## src/rtl/mod53_weight_remover.sv

```systemverilog
// Removes the chunk weight 64^k from a mod-53 residue: out_x = r * 29^k mod 53.
// LSB-first square-and-multiply over a fixed KW steps, valid/ready on both sides.
`timescale 1ns/1ps
module mod53_weight_remover #(
  parameter int MOD      = 53,
  parameter int W        = 6,
  parameter int KW       = 7,
  parameter int INV_BASE = 29
) (
  input  logic          clk,
  input  logic          rst_n,
  input  logic          in_valid,
  output logic          in_ready,
  input  logic [W-1:0]  in_r,
  input  logic [KW-1:0] in_k,
  output logic          out_valid,
  input  logic          out_ready,
  output logic [W-1:0]  out_x
);

  localparam int PW = 2 * W;
  localparam int SH = 2 * W + 6;
  localparam int CW = (KW > 1) ? $clog2(KW) : 1;

  localparam logic [W-1:0]  MOD_W    = W'(MOD);
  localparam logic [PW-1:0] MOD_P    = PW'(MOD);
  localparam logic [PW:0]   MOD_Q    = (PW + 1)'(MOD);
  localparam logic [W-1:0]  INV_W    = W'(INV_BASE);
  localparam logic [SH:0]   BM       = (SH + 1)'((1 << SH) / MOD);
  localparam logic [CW-1:0] CNT_LAST = CW'(KW - 1);

  typedef enum logic [1:0] {IDLE, RUN, DONE} state_t;

  state_t        state_q, state_d;
  logic [W-1:0]  acc_q, acc_d;
  logic [W-1:0]  base_q, base_d;
  logic [KW-1:0] kreg_q, kreg_d;
  logic [CW-1:0] cnt_q, cnt_d;
  logic          out_valid_q, out_valid_d;
  logic [W-1:0]  out_x_q, out_x_d;

  // Barrett reduction: the quotient estimate is at most one short, so two
  // conditional subtractions always land the result below MOD.
  function automatic logic [W-1:0] mulmod(input logic [W-1:0] a, input logic [W-1:0] b);
    logic [PW-1:0]    p;
    logic [PW+SH:0]   t;
    logic [PW:0]      q;
    logic [PW-1:0]    qm;
    logic [PW-1:0]    r;
    p  = {{W{1'b0}}, a} * {{W{1'b0}}, b};
    t  = {{(SH + 1){1'b0}}, p} * {{PW{1'b0}}, BM};
    q  = (PW + 1)'(t >> SH);
    qm = PW'(q * MOD_Q);
    r  = p - qm;
    if (r >= MOD_P) r = r - MOD_P;
    if (r >= MOD_P) r = r - MOD_P;
    return W'(r);
  endfunction

  function automatic logic [W-1:0] reduce_in(input logic [W-1:0] r);
    return (r >= MOD_W) ? (r - MOD_W) : r;
  endfunction

  always_ff @(posedge clk or negedge rst_n) begin
    if (!rst_n) begin
      state_q     <= IDLE;
      acc_q       <= '0;
      base_q      <= '0;
      kreg_q      <= '0;
      cnt_q       <= '0;
      out_valid_q <= 1'b0;
      out_x_q     <= '0;
    end else begin
      state_q     <= state_d;
      acc_q       <= acc_d;
      base_q      <= base_d;
      kreg_q      <= kreg_d;
      cnt_q       <= cnt_d;
      out_valid_q <= out_valid_d;
      out_x_q     <= out_x_d;
    end
  end

  always_comb begin
    state_d = state_q;
    acc_d   = acc_q;
    base_d  = base_q;
    kreg_d  = kreg_q;
    cnt_d   = cnt_q;
    out_x_d = out_x_q;
    case (state_q)
      IDLE: begin
        if (in_valid) begin
          acc_d   = reduce_in(in_r);
          base_d  = INV_W;
          kreg_d  = in_k;
          cnt_d   = '0;
          state_d = RUN;
        end
      end
      RUN: begin
        if (kreg_q[0]) acc_d = mulmod(acc_q, base_q);
        base_d = mulmod(base_q, base_q);
        kreg_d = kreg_q >> 1;
        cnt_d  = cnt_q + 1'b1;
        // Every k walks all KW bits so latency never depends on the operand.
        if (cnt_q == CNT_LAST) begin
          state_d = DONE;
          out_x_d = acc_d;
        end
      end
      DONE: begin
        if (out_ready) state_d = IDLE;
      end
      default: state_d = IDLE;
    endcase
    out_valid_d = (state_d == DONE);
  end

  always_comb begin
    in_ready  = (state_q == IDLE);
    out_valid = out_valid_q;
    out_x     = out_x_q;
  end

endmodule

```

## config.mk

```make
export PLATFORM = sky130hd
export DESIGN_NAME = mod53_weight_remover
export DESIGN_NICKNAME = d
export VERILOG_FILES = /design/src/rtl/mod53_weight_remover.sv
export SDC_FILE = /design/constraint.sdc
export NUM_CORES = 1
export LEC_CHECK = 0
export CORE_ASPECT_RATIO = 0.7
export CORE_UTILIZATION = 50
export CTS_BUF_LIST = sky130_fd_sc_hd__clkbuf_2 sky130_fd_sc_hd__clkbuf_4 sky130_fd_sc_hd__clkbuf_8
export DETAILED_ROUTE_END_ITERATION = 8
export DONT_BUFFER_PORTS = 1
export MAX_ROUTING_LAYER = met4
export SLEW_MARGIN = 20
export SYNTH_ARGS = -nofsm -noshare
export SYNTH_HDL_FRONTEND = slang
export SYNTH_SLANG_ARGS = --single-unit
```

## constraint.sdc

```tcl
create_clock -name clk -period 20.1 [get_ports clk]
set_input_delay 2.01 -clock clk [delete_from_list [all_inputs] [get_ports clk]]
set_output_delay 2.01 -clock clk [all_outputs]
set_load 0.01 [all_outputs]
```

==> flow_summary.yaml <==
run_status:
  status: "completed"
flow_run:
  max_cap_violations: 0
logic_synthesis:
  synth_edf_count: 0
  synthArstFlopShare: 1.000
  synth.top_cell.area_share: 0.3074
  synth_common_cells: "inv_1, ha_1, fa_1, nand2_1, nor2_1"
  synth_cell_types: 78
  synth-main-ff-cell: "dfrtp_1"
  synth_area_leaders: "ha_1, fa_1, inv_1"
  synth_nets: 1682
  postSynthAreaPerCell_um2: 8.578
  yosysWarnings: 0
  yosysSeqAreaShare: 0.07032
  synth.most_common_cell: "inv_1"
  synth_cells: 1286
  synth_largest_area_cell: "ha_1"
  ys_ff_latch: 31
  synth_area_mm2: 0.01103
die:
  design.core.area_mm2: 0.02168
  rows: 45
  dieArea_mm2: 0.02267
  die_y_um: 126.3
  chipWidth_um: 179.5
  ios: 25
  start_util: 0.5089
global_routing:
  grt_pass1_vias: 8168
  antenna_found_initial: 0
  grt-ovfl-total: 0
  grt_max_degree: 32
  grt_pass1_wl_um: 40800
  grt_usage: 0.2253
route:
  vias: 8405
  remaining_drc_errors: 0
  first_pass_iters: 5
  totalWireLength_um: 23440
  ant_nets: 0
  vias_per_cell: 5.374
  initialDrtViolationCount: 521
  detail_route.wl_per_cell_um: 14.99
cells_and_area:
  fillers: 2053
  antenna_cells: 0
  drive_gt1_frac: 0.02652
  area_delta_synth_final_pct: 3.822
  finalNetCount: 1678
hold_path:
  hold_path.class: "reg2reg"
critical_path:
  critPathSlowestCell: "dfrtp_1"
  criticalPathCategory: "reg2reg"
  slowest_delay_ps: 720
  critPathRequiredTime_ps: 20290
  startpoint_type: "register"
  worstSetupEndpointType: "register"
  path_max_fanout: 19
  cp.arrival_ps: 15720
placed_design:
  hpwlAfterDp_um: 20060
  port_buffers: 0
  gp_congestion: 0.8977
timing:
  maxSlewViolCount: 0
  fin_crit_ps: 15530
  max_slew_margin: 0.4305
  setup_violations: 0
  hold_viol: 0
  setup_tns_ps: 0
  worst_pin_slew_ps: 852.5
  clock.fmax_ghz: 0.06438
  skew_ps: 7.349
  fin_crit_sh: 0.7727
  rsz0062_at_grt: "false"
cts:
  clk_latency_ps: 280
  clkTransAtPathRegs_ps: 60
  cts_setup_buffers: 0
  clock_path_buffers: 2
  cts.sinks: 31
  cts_htree_levels: 2
  hold_buffers: 0
  cts_buffers: 5
  cts_resized: 0
  cts_root_buf: "clkbuf_8"
  cts_tree: "yes"
## cells by family (layout without fill, tap and decap cells)
logic type / Yosys count / count (layout) / share of synthesized area
adders and majority gates: 379 / 379 / 0.5033
buffers and inverters: 291 / 287 / 0.09935
and+or+nand+nor: 285 / 285 / 0.1268
AOI/OAI and AO/OA: 230 / 230 / 0.1436
xor gates and xnor gates: 64 / 64 / 0.05149
DFF: 31 / 31 / 0.07032
muxes: 5 / 5 / 0.004763
other: 1 / 1 / 0.0003399
## final cells by class
class	count	area, um2	share of cell area
clock buffer	6	82.58	0.007210
sequential	31	775.7	0.06773
multi-input combinational	964	9160	0.7998
clock inverter	1	5.005	0.0004370
tap	282	352.8	0.03081
timing repair buffer	7	52.55	0.004588
inverter	273	1025	0.08947
## worst max-delay path, delay by kind of cell, from the launching register on
| family | cells | cell delay, ps |
|---|---|---|
| and+or+nand+nor | 9 | 2100 |
| xor gates and xnor gates | 3 | 1130 |
| adders and majority gates | 16 | 6390 |
| buffers and inverters | 10 | 750 |
| AOI/OAI and AO/OA | 19 | 4340 |
| DFF | 1 | 720 |
## placed cells by master, fill, tap and decap left out, types with 5 or more instances in the layout
cell	n
buf_4	7
a211o_1	7
a21oi_1	43
a31oi_1	6
clkbuf_8	6
a221oi_1	5
or3_1	7
nand3_1	20
o22ai_1	8
a21o_1	17
nand2_1	78
fa_1	108
and2_1	28
xnor2_1	36
o211ai_1	13
a211oi_1	11
xor2_1	27
o21ai_1	15
nor2_1	72
o21bai_1	8
ha_1	271
nand2b_1	13
o21a_1	11
inv_1	272
dfrtp_1	31
nor2b_1	13
nor3_1	22
o21ai_0	35
## state kept, by name, summed over array words and instances, names as in the netlist
name and cells:
kreg_q 7, acc_q 6, base_q 6, out_x 6
cnt_q 3, state_q 2, out_valid 1
## final timing paths
| path | slack (ps) | from | cells after the start | endpoint |
|---|---|---|---|---|
| worst max register to register | 4570 | base_q[0] | 57 | base_q[2] |
| worst min register to register | 500 | kreg_q[1] | 2 | kreg_q[1] |
| min in group asynchronous | 1410 | rst_n | 0 | kreg_q[4] |
| worst min-delay path | 500 | kreg_q[1] | 2 | kreg_q[1] |
| worst max-delay path | 4570 | base_q[0] | 57 | base_q[2] |
| max in group asynchronous | 18600 | rst_n | 0 | out_x[4] |
## metrics by stage
stage / instance area [um2] / hold WS (ps) / cells / setup slack [ps] / utilization
3_5_place_dp: 11370 / 488.9 / 1557 / 4567 / 0.5243
6_report: 11450 / 499.4 / 1564 / 4568 / 0.5284
2_1_floorplan: 11030 / 466.6 / 1286 / 5965 / -
4_1_cts: 11450 / 504.3 / 1564 / 4516 / 0.5284
3_3_place_gp: 11370 / 481.7 / 1557 / 4886 / 0.5243
5_1_grt: 11450 / 538.3 / 1564 / 3462 / 0.5284
## metal layers
metal,GRT usage,share of wire
met1,0.3732,0.58
met2,0.2996,0.37
met5,-,0
met3,0.01562,0.047
met4,0.01673,0.0029
Power is left out: the tool's default activity adds up to more than one toggle a clock period on the data nets, which glitch-free logic cannot reach.
